$ cat src/rtl/time_set_ctrl.sv
// Time-setting editor: shadow HH:MM:SS edited by button pulses, committed to the timekeeper with a load strobe.
// Optional field blinking is built when TIME_SET_BLINK_EN is defined.
module time_set_ctrl #(
  parameter int unsigned TIMEOUT_S = 30,
  parameter int unsigned HOUR_MAX  = 23
) (
  input  logic       i_clk,
  input  logic       i_rst_n,
  input  logic       i_tick,
  input  logic       i_wr_pulse,
  input  logic       i_val_inc_pulse,
  input  logic       i_val_dec_pulse,
  input  logic       i_sel_inc_pulse,
  input  logic       i_sel_dec_pulse,
  input  logic [4:0] i_cur_hh,
  input  logic [5:0] i_cur_mm,
  input  logic [5:0] i_cur_ss,
  output logic       o_edit,
  output logic [1:0] o_sel,
  output logic [4:0] o_disp_hh,
  output logic [5:0] o_disp_mm,
  output logic [5:0] o_disp_ss,
  output logic       o_load,
  output logic [4:0] o_set_hh,
  output logic [5:0] o_set_mm,
  output logic [5:0] o_set_ss,
  output logic [2:0] o_blink_mask
);

  localparam int unsigned CNT_W = 8;
  localparam logic [CNT_W-1:0] TO_LAST = CNT_W'(TIMEOUT_S - 1);
  localparam logic [4:0] HH_MAX = 5'(HOUR_MAX);
  localparam logic [5:0] MS_MAX = 6'd59;

  typedef enum logic [1:0] {S_IDLE, S_EDIT, S_COMMIT} state_e;

  state_e           state_q, state_d;
  logic [1:0]       sel_q, sel_d;
  logic [4:0]       hh_q, hh_d;
  logic [5:0]       mm_q, mm_d, ss_q, ss_d;
  logic [CNT_W-1:0] cnt_q, cnt_d;
  logic             edit_q, edit_d, load_q, load_d;
  logic [4:0]       disp_hh_q, disp_hh_d, set_hh_q, set_hh_d;
  logic [5:0]       disp_mm_q, disp_mm_d, disp_ss_q, disp_ss_d;
  logic [5:0]       set_mm_q, set_mm_d, set_ss_q, set_ss_d;

  logic sel_any, val_any, accepted;
  assign sel_any  = i_sel_inc_pulse | i_sel_dec_pulse;
  assign val_any  = i_val_inc_pulse | i_val_dec_pulse;
  assign accepted = i_wr_pulse | sel_any | val_any;

  function automatic logic [5:0] ms_step(input logic [5:0] v, input logic up);
    if (up) ms_step = (v == MS_MAX) ? 6'd0 : v + 6'd1;
    else    ms_step = (v == 6'd0) ? MS_MAX : v - 6'd1;
  endfunction

  function automatic logic [4:0] hh_step(input logic [4:0] v, input logic up);
    if (up) hh_step = (v == HH_MAX) ? 5'd0 : v + 5'd1;
    else    hh_step = (v == 5'd0) ? HH_MAX : v - 5'd1;
  endfunction

  // State and shadow registers
  always_ff @(posedge i_clk or negedge i_rst_n) begin
    if (!i_rst_n) begin
      state_q <= S_IDLE;
      sel_q   <= 2'd0;
      hh_q    <= 5'd0;
      mm_q    <= 6'd0;
      ss_q    <= 6'd0;
      cnt_q   <= '0;
    end else begin
      state_q <= state_d;
      sel_q   <= sel_d;
      hh_q    <= hh_d;
      mm_q    <= mm_d;
      ss_q    <= ss_d;
      cnt_q   <= cnt_d;
    end
  end

  // Next state, field selection, shadow edits and inactivity timeout
  always_comb begin
    state_d = state_q;
    sel_d   = sel_q;
    hh_d    = hh_q;
    mm_d    = mm_q;
    ss_d    = ss_q;
    cnt_d   = cnt_q;
    unique case (state_q)
      S_IDLE: begin
        if (i_wr_pulse) begin
          state_d = S_EDIT;
          hh_d    = i_cur_hh;
          mm_d    = i_cur_mm;
          ss_d    = i_cur_ss;
          sel_d   = 2'd0;
          cnt_d   = '0;
        end
      end
      S_EDIT: begin
        if (accepted) begin
          cnt_d = '0;
        end else if (i_tick) begin
          if (cnt_q == TO_LAST) begin
            state_d = S_IDLE;
            cnt_d   = '0;
          end else begin
            cnt_d = cnt_q + CNT_W'(1);
          end
        end
        if (i_wr_pulse) begin
          state_d = S_COMMIT;
        end else if (sel_any) begin
          if (i_sel_inc_pulse && !i_sel_dec_pulse)
            sel_d = (sel_q == 2'd2) ? 2'd0 : sel_q + 2'd1;
          else if (i_sel_dec_pulse && !i_sel_inc_pulse)
            sel_d = (sel_q == 2'd0) ? 2'd2 : sel_q - 2'd1;
        end else if (i_val_inc_pulse ^ i_val_dec_pulse) begin
          unique case (sel_q)
            2'd0:    hh_d = hh_step(hh_q, i_val_inc_pulse);
            2'd1:    mm_d = ms_step(mm_q, i_val_inc_pulse);
            2'd2:    ss_d = ms_step(ss_q, i_val_inc_pulse);
            default: ;
          endcase
        end
      end
      S_COMMIT: state_d = S_IDLE;
      default:  state_d = S_IDLE;
    endcase
  end

  // Registered output values derived from the current state
  always_comb begin
    edit_d    = (state_q == S_EDIT);
    load_d    = (state_q == S_COMMIT);
    disp_hh_d = hh_q;
    disp_mm_d = mm_q;
    disp_ss_d = ss_q;
    set_hh_d  = set_hh_q;
    set_mm_d  = set_mm_q;
    set_ss_d  = set_ss_q;
    if (state_q == S_IDLE) begin
      disp_hh_d = i_cur_hh;
      disp_mm_d = i_cur_mm;
      disp_ss_d = i_cur_ss;
    end
    if (state_q == S_COMMIT) begin
      set_hh_d = hh_q;
      set_mm_d = mm_q;
      set_ss_d = ss_q;
    end
  end

  always_ff @(posedge i_clk or negedge i_rst_n) begin
    if (!i_rst_n) begin
      edit_q    <= 1'b0;
      load_q    <= 1'b0;
      disp_hh_q <= 5'd0;
      disp_mm_q <= 6'd0;
      disp_ss_q <= 6'd0;
      set_hh_q  <= 5'd0;
      set_mm_q  <= 6'd0;
      set_ss_q  <= 6'd0;
    end else begin
      edit_q    <= edit_d;
      load_q    <= load_d;
      disp_hh_q <= disp_hh_d;
      disp_mm_q <= disp_mm_d;
      disp_ss_q <= disp_ss_d;
      set_hh_q  <= set_hh_d;
      set_mm_q  <= set_mm_d;
      set_ss_q  <= set_ss_d;
    end
  end

`ifdef TIME_SET_BLINK_EN
  logic       blink_q, blink_d;
  logic [2:0] mask_q, mask_d;

  // Blink phase restarts visible on any edit activity; mask tracks the selected field
  always_comb begin
    blink_d = 1'b0;
    mask_d  = 3'b000;
    if (state_q == S_EDIT && state_d == S_EDIT) begin
      if (sel_any || val_any) blink_d = 1'b0;
      else if (i_tick)        blink_d = ~blink_q;
      else                    blink_d = blink_q;
    end
    if (blink_d) begin
      unique case (sel_d)
        2'd0:    mask_d = 3'b100;
        2'd1:    mask_d = 3'b010;
        2'd2:    mask_d = 3'b001;
        default: mask_d = 3'b000;
      endcase
    end
  end

  always_ff @(posedge i_clk or negedge i_rst_n) begin
    if (!i_rst_n) begin
      blink_q <= 1'b0;
      mask_q  <= 3'b000;
    end else begin
      blink_q <= blink_d;
      mask_q  <= mask_d;
    end
  end

  assign o_blink_mask = mask_q;
`else
  assign o_blink_mask = 3'b000;
`endif

  assign o_edit    = edit_q;
  assign o_sel     = sel_q;
  assign o_load    = load_q;
  assign o_disp_hh = disp_hh_q;
  assign o_disp_mm = disp_mm_q;
  assign o_disp_ss = disp_ss_q;
  assign o_set_hh  = set_hh_q;
  assign o_set_mm  = set_mm_q;
  assign o_set_ss  = set_ss_q;

endmodule

$ cat config.mk
export PLATFORM = sky130hd
export DESIGN_NAME = time_set_ctrl
export DESIGN_NICKNAME = d
export VERILOG_FILES = /design/src/rtl/time_set_ctrl.sv
export SDC_FILE = /design/constraint.sdc
export NUM_CORES = 1
export LEC_CHECK = 0
export ABC_CLOCK_PERIOD_IN_PS = 1700
export BUFFER_PORTS_ARGS = -buffer_cell sky130_fd_sc_hd__buf_2
export CORE_ASPECT_RATIO = 0.5
export CORE_UTILIZATION = 30
export DETAILED_ROUTE_END_ITERATION = 7
export PLACE_DENSITY = 0.52
export SYNTH_ARGS = -nofsm -noshare
export SYNTH_HDL_FRONTEND = slang
export SYNTH_SLANG_ARGS = --single-unit
$ cat constraint.sdc
create_clock -name i_clk -period 1.7 [get_ports i_clk]
set_input_delay 0 -clock i_clk [delete_from_list [all_inputs] [get_ports i_clk]]
set_output_delay 0 -clock i_clk [all_outputs]
set_load 0.02 [all_outputs]
==> metrics.yaml, run 1 <==
placeableCoreArea_um2: 11800
tritoncts_num_sinks: 65
gp_congestion: 0.807
min_from: "i_wr_pulse"
reg2reg_to: "cnt_q[3]$_DFFE_PN0P_"
report.final.slew_viol_count: 0
seq_area_frac_synth: 0.447
die_height_um: 79.9
net_count_reported_at_finish: 541
syn2layout_area_growth_pct: 36.3
detail_route.iter0.violations: 143
cp.buffers_inverters: 2
portBuffers: 62
drive_above_1_share: 0.326
synth.cells.most_frequent: "dfrtp_1 (65), o21ai_0 (47), nand2_1 (43)"
slowest_delay_ns: 0.48
design_power_total_mw: 8.32
final.min_clock_period_ns: 1.82
met2_length_um: 4020
drcViolationCount: 0
post-synth-top-area-fraction: 0.447
starting_utilization_of_the_core_area: 0.308
totalWireLength_um: 8960
via_count: 3133
yosys_most_used_dff: "dfrtp_1"
syn_area_per_cell_um2: 9.39
slew-limit-headroom: 0.589
cts-root-buf: "clkbuf_16"
launching_point_of_the_worst_reg2reg_path: "cnt_q[1]$_DFFE_PN0P_"
drt-wirelength-per-cell_um: 13.4
initial_antenna_violation_count: 0
timing.final.crit_share: 1.07
asyncSetResetFlopFracSynth: 1.00
total_gr_overflow: 0
timing.hold.worst_path_depth: 3
clock-skew-final_ns: 0.00682
cellLeakagePower_nw: 2.27
insertion_delay_ns: 0.33
synthesis.instances: 388
worst_voltage_drop_across_the_vdd_grid_mv: 0.498
detailedPlacementHpwl_um: 6420
tritoncts: "done"
worst_hold_path_type: "in -> reg"
timing_hold_violations_final: 0
failed_checks: "negative setup slack"
grt_setup_unrepaired: "yes"
wire_length_on_met1_um: 4460
synthDominantAreaCellType: "dfrtp_1"
antenna_violating_nets_post_route: 0
place_ws_ns: -0.152
holdWs_ns: 0.0231
cellPowerDensity_nw_per_um2: 1680
final_core_utilization: 0.420
ys_warn_count: 0
reg2reg_slack_ns: -0.12
setup_viol_count_final: 8
timing_worst_setup_path_type: "reg -> reg"
worst_hold_endpoint: "state_q[1]$_DFFE_PN0P_"
wl_met3_um: 362
least_setup_slack_across_all_paths_after_layout_ns: -0.122
path_clk_slew_ns: 0.05
pin_count_of_the_biggest_net_entering_global_routing: 28
number_of_different_library_cells_in_the_post_synthesis_netlist: 58
synth_edf_count: 0
die-area_um2: 12600
path_cells: "inv_1, ha_1, or4b_4, o2111ai_4, or2_4, buf_6, o31ai_2"
via_count_of_the_first_global_routing_pass: 2919
antenna-diode-count: 0
timing.critical_path.arrival_ns: 2.04
die_x_um: 158
post_synth_main_area_contributors: "dfrtp_1 (45%), o21ai_0 (6.5%), ha_1 (5.8%), mux2_2 (5.3%), nand2_1 (4.4%)"
cp_top_family: "simple AND/OR/NAND/NOR gates"
worst_path_max_delay_cell: "or4b_4"
worstSetupPathDepth: 7
synth.ff_latch_count: 65
worst_pin_slew_ns: 0.616
maxCapViolations: 0
timing.critical_path.required_ns: 1.91
floorplan.rows: 28
status: "finished with violations"
dr.max_layer_used: "met4"
timing.critical_path.to_type: "flop"
synth.cell_area_um2: 3640
detailedRoute.firstPassIterationCount: 7
timing.fmax_mhz: 549
h_tree_levels: 3
grt_use_total: 0.151
post-synth-top-count-cell: "dfrtp_1"
finalSetupTns_ns: -0.835
ios: 66
cts_buffer_depth: 2
cp-start-kind: "flop"
post_drt_via_cell_ratio: 4.69
grt_first_pass_wirelength_um: 14600
cp_max_fo: 7
ff2ff_path_depth: 7
numCtsBuffers: 9
worst max-delay path by stage:
stage                              start              endpoint  slack [ns]
finish              cnt_q[1]$_DFFE_PN0P_  cnt_q[3]$_DFFE_PN0P_       -0.12
global route        cnt_q[1]$_DFFE_PN0P_  cnt_q[6]$_DFFE_PN0P_       -0.24
CTS                 cnt_q[1]$_DFFE_PN0P_  cnt_q[3]$_DFFE_PN0P_       -0.13
detailed placement  cnt_q[1]$_DFFE_PN0P_  cnt_q[7]$_DFFE_PN0P_       -0.15
global placement    cnt_q[1]$_DFFE_PN0P_  cnt_q[7]$_DFFE_PN0P_       -0.12
floorplan           cnt_q[1]$_DFFE_PN0P_  cnt_q[5]$_DFFE_PN0P_       -0.06
registers in the layout (all words and copies together), names as in the netlist:
register and cells:
cnt_q 8, mm_q 6, o_disp_mm 6, o_disp_ss 6
o_set_mm 6, o_set_ss 6, ss_q 6, hh_q 5
o_disp_hh 5, o_set_hh 5, o_sel 2, state_q 2
o_edit 1, o_load 1
stage by stage:
step                instances  instance area, µm²
floorplan                 390                3650
global route              668                4960
CTS                       665                4910
global placement          631                4410
finish                    668                4960
detailed placement        631                4410
layer usage:
metal	vias to the layer above	global-route usage
li1	1592	-
met1	1483	0.202
met2	48	0.234
met3	10	0.0423
met4	0	0.0524
met5	-	0
cell families (layout without fill, tap and decap cells):
logic type,after synthesis,after routing,share of synthesized area
compound gates,119,119,0.213
simple gates,114,114,0.147
flops,65,65,0.447
buf+inv,44,157,0.0532
mux,20,20,0.0608
fa+ha+maj,17,17,0.0584
xor+xnor,8,8,0.0192
other cells,1,3,0.00103
cells in the final DEF, fill, tap and decap left out, types with 5 or more instances in the layout:
cell / Yosys / layout
dfrtp_1: 65 / 65
buf_2: 5 / 62
nand2_1: 43 / 43
o21ai_0: 47 / 43
buf_4: 4 / 37
nor2_1: 24 / 23
dlygate4sd3_1: 0 / 18
mux2_2: 17 / 17
a21oi_1: 17 / 17
ha_1: 17 / 16
nand3_1: 15 / 15
inv_1: 17 / 13
clkbuf_16: 0 / 9
xor2_1: 7 / 7
a31oi_1: 8 / 7
nand2b_1: 6 / 6
o21ai_1: 2 / 6
nor3_1: 7 / 6
inv_2: 1 / 5
nor2b_1: 6 / 5
o211ai_1: 5 / 5
o22ai_1: 5 / 5
buf_12: 0 / 5
power by group:
part / switching (mW) / internal [mW] / total [mW]
logic: 2.11 / 1.63 / 3.74
registers: 0.467 / 2.14 / 2.60
clock network: 0.657 / 1.31 / 1.97
total: 3.23 / 5.08 / 8.32
worst register-to-register path, delay by kind of cell, from the launching register on:
family / cells / cell delay, ns
compound gates: 2 / 0.37
fa+ha+maj: 1 / 0.12
buf+inv: 2 / 0.18
flops: 1 / 0.37
simple gates: 2 / 0.67
repair_timing:
action | CTS | global route
gates resized for setup | 4 | 14
buffers inserted | 1 | 3
endpoints found under the setup margin | 8 | 17
endpoints found under the hold margin | 48 | 0
pin swaps | 0 | 4
hold buffers | 18 | 0
gates cloned | 0 | 0
layout make-up:
type                    count  area (µm²)
flip-flops and latches     65        1630
clock inverters             3        65.1
multi-input cells         281        1860
well taps                 165         206
fillers                  1176        6840
inverters                  18        67.6
repair buffers            124         891
clock buffers              12         246
Power figures use the tool's default switching activity.
==> run 2: changes to the inputs <==
--- a/config.mk
+++ b/config.mk
@@ -10,6 +10,8 @@
 export CORE_ASPECT_RATIO = 0.5
 export CORE_UTILIZATION = 30
 export DETAILED_ROUTE_END_ITERATION = 7
+export GPL_TIMING_DRIVEN = 0
+export HOLD_SLACK_MARGIN = 0.05
 export PLACE_DENSITY = 0.52
 export SYNTH_ARGS = -nofsm -noshare
 export SYNTH_HDL_FRONTEND = slang
==> run 2 against run 1 <==
Against the previous run: the run still ends with negative setup slack left; sequential share of layout area up 0.069 points; non-clock buffer count increased by 1; routed wire length rose by 10%; register-to-register slack worse by 0.03 ns; critical endpoint is now cnt_q[5]$_DFFE_PN0P_.
==> metrics.yaml, run 2 (synthesized netlist as in run 1, its figures left out) <==
least_setup_slack_across_all_paths_after_layout_ns: -0.148  # -0.0262 ns
cp_max_fo: 8  # +1
via_count_of_the_first_global_routing_pass: 3081  # +5.5%
multi_input_area_um2: 1930  # +4.0%
worst_path_max_delay_cell: "or4b_4"
timing.fmax_mhz: 541  # -1.4%
place_ws_ns: -0.515  # -0.363 ns
timing.critical_path.to_type: "flop"
pin_count_of_the_biggest_net_entering_global_routing: 66  # +140%
totalWireLength_um: 9880  # +10%
timing_worst_setup_path_type: "reg -> reg"
numCtsBuffers: 9  # unchanged
finalInstanceArea_um2: 4980  # +0.25%
layout.cells.most_common_list: "buf_2 (64), dfrtp_1 (59), o21ai_0 (43)"
cp.buffers_inverters: 2  # unchanged
initial_antenna_violation_count: 0  # unchanged
drive_above_1_share: 0.349  # +0.0232
tritoncts_num_sinks: 65  # unchanged
final_common_cell: "buf_2"
die_height_um: 79.9  # unchanged
status: "finished with violations"
ios: 66  # unchanged
timing.critical_path.required_ns: 1.91  # about the same
syn2layout_area_growth_pct: 36.6
grt_first_pass_wirelength_um: 15900  # +8.9%
floorplan.rows: 28  # unchanged
cp_top_family: "simple AND/OR/NAND/NOR gates"
worst_hold_path_type: "in -> reg"
maxCapViolations: 0  # unchanged
starting_utilization_of_the_core_area: 0.308  # unchanged
gp_congestion: 0.840  # +4.0%
path_clk_slew_ns: 0.05  # about the same
h_tree_levels: 3  # unchanged
clock-skew-final_ns: 0.00329  # -0.00353 ns
grt_setup_unrepaired: "yes"
report.final.slew_viol_count: 0  # unchanged
setup_viol_count_final: 8  # unchanged
insertion_delay_ns: 0.33  # about the same
largest_reg_flops: 8  # unchanged
die-area_um2: 12600  # unchanged
regMostFlops: "cnt_q"
num-fill-cells: 1174  # -0.17%
via_count: 3211  # +2.5%
net_count_reported_at_finish: 542  # +0.18%
timing.final.crit_share: 1.09  # +0.0154
detail_route.iter0.violations: 139  # -2.8%
portBuffers: 62  # unchanged
placeableCoreArea_um2: 11800  # unchanged
placed_cell_area_um2: 4170  # -5.4%
final.min_clock_period_ns: 1.85  # +0.0262 ns
cellPowerDensity_nw_per_um2: 1700  # +1.6%
antenna_violating_nets_post_route: 0  # unchanged
grt_use_total: 0.166  # +0.0142
drt-wirelength-per-cell_um: 14.8  # +10%
antenna-diode-count: 0  # unchanged
cts-root-buf: "clkbuf_16"
launching_instance_or_port_of_the_critical_path: "cnt_q[1]$_DFFE_PN0P_"
detailedRoute.firstPassIterationCount: 4  # -3
post_drt_via_cell_ratio: 4.80  # +2.3%
total_gr_overflow: 0  # unchanged
seq_area_um2: 1630  # +0.46%
drcViolationCount: 0  # unchanged
cp-start-kind: "flop"
timing_hold_violations_final: 0  # unchanged
detailedPlacementHpwl_um: 6540  # +2.0%
slew-limit-headroom: 0.433  # -0.157
cts_buffer_depth: 2  # unchanged
min_from: "i_sel_dec_pulse"
failed_checks: "negative setup slack"
cellLeakagePower_nw: 2.23  # -1.7%
worst_pin_slew_ns: 0.851  # +0.235 ns
launching_point_of_the_worst_reg2reg_path: "cnt_q[1]$_DFFE_PN0P_"
timing.critical_path.arrival_ns: 2.06  # +0.02 ns
final_core_utilization: 0.421  # +0.00106
path_cells: "inv_1, ha_1, or4b_4, o2111ai_4, or2_1, buf_6, o41ai_2"
reg2reg_slack_ns: -0.15  # -0.03 ns
die_x_um: 158  # unchanged
tritoncts: "done"
slowest_delay_ns: 0.48  # about the same
worst_voltage_drop_across_the_vdd_grid_mv: 0.505  # +1.4%
run 2: changes by cell type in the layout (fill, tap and decap cells not counted), moves of 3 or more:
cell and delta:
dfrtp_1 -6, dfrtp_2 +6, buf_12 -4, clkbuf_2 +8, buf_4 -13, inv_1 -3
clkbuf_1 +3
run 2: what timing repair did:
| action | in CTS | in global routing |
|---|---|---|
| cloned | 0 | 1 |
| hold endpoints to repair | 101 | 0 |
| resized for setup | 22 | 38 |
| hold buffers | 20 | 0 |
| setup endpoints to repair | 56 | 39 |
| pin swaps | 2 | 6 |
| buffers inserted | 5 | 14 |
run 2: through the flow:
| stage | setup TNS [ns] | hold WS [ns] | total power [mW] | std cells |
|---|---|---|---|---|
| 2_1_floorplan | -0.355 | -0.296 | 4.91 | 390 |
| 5_1_grt | -1.74 | 0.243 | 9.10 | 669 |
| 4_1_cts | -1.43 | 0.142 | 8.16 | 655 |
| 6_report | -1.01 | 0.187 | 8.47 | 669 |
| 3_3_place_gp | -10.0 | 0.230 | 5.94 | 617 |
| 3_5_place_dp | -11.72 | 0.176 | 5.99 | 617 |
run 2: report_power, final:
group	internal [mW]	switching, mW	leakage [nW]
Sequential	2.15	0.442	0.793
Combinational	1.61	2.31	1.29
Clock	1.31	0.653	0.153
Total	5.07	3.40	2.23
run 2: worst min-delay path: stages:
cell and delay (ns):
buf_2 0.15, nor3b_2 0.09, nand3_1 0.09, a21oi_1 0.06
nor2_1 0.08
run 2: path summary, 6_finish.rpt:
| check | end | cells after the start |
|---|---|---|
| max | cnt_q[5]$_DFFE_PN0P_ | 7 |
| max in group asynchronous | ss_q[2]$_DFFE_PN0P_ | 2 |
| min reg2reg | o_set_ss[2]$_DFFE_PN0P_ | 2 |
| min | state_q[0]$_DFFE_PN0P_ | 5 |
| max reg2reg | cnt_q[5]$_DFFE_PN0P_ | 7 |
| min in group asynchronous | o_set_ss[1]$_DFFE_PN0P_ | 2 |
run 2: cell type report:
cell class,instances,share of cell area
timing repair buffer,102,0.135
clock inverter,3,0.0131
sequential,65,0.328
buffer,23,0.0282
clock buffer,12,0.0495
inverter,18,0.0153
tap,165,0.0415
multi-input combinational,281,0.389
run 2: per-layer routing:
metal / vias up / global-route usage / share of wire
met4: 0 / 0.0476 / 0.011
met1: 1542 / 0.225 / 0.49
met3: 14 / 0.0407 / 0.036
met2: 54 / 0.260 / 0.47
met5: - / 0 / 0
li1: 1601 / - / -
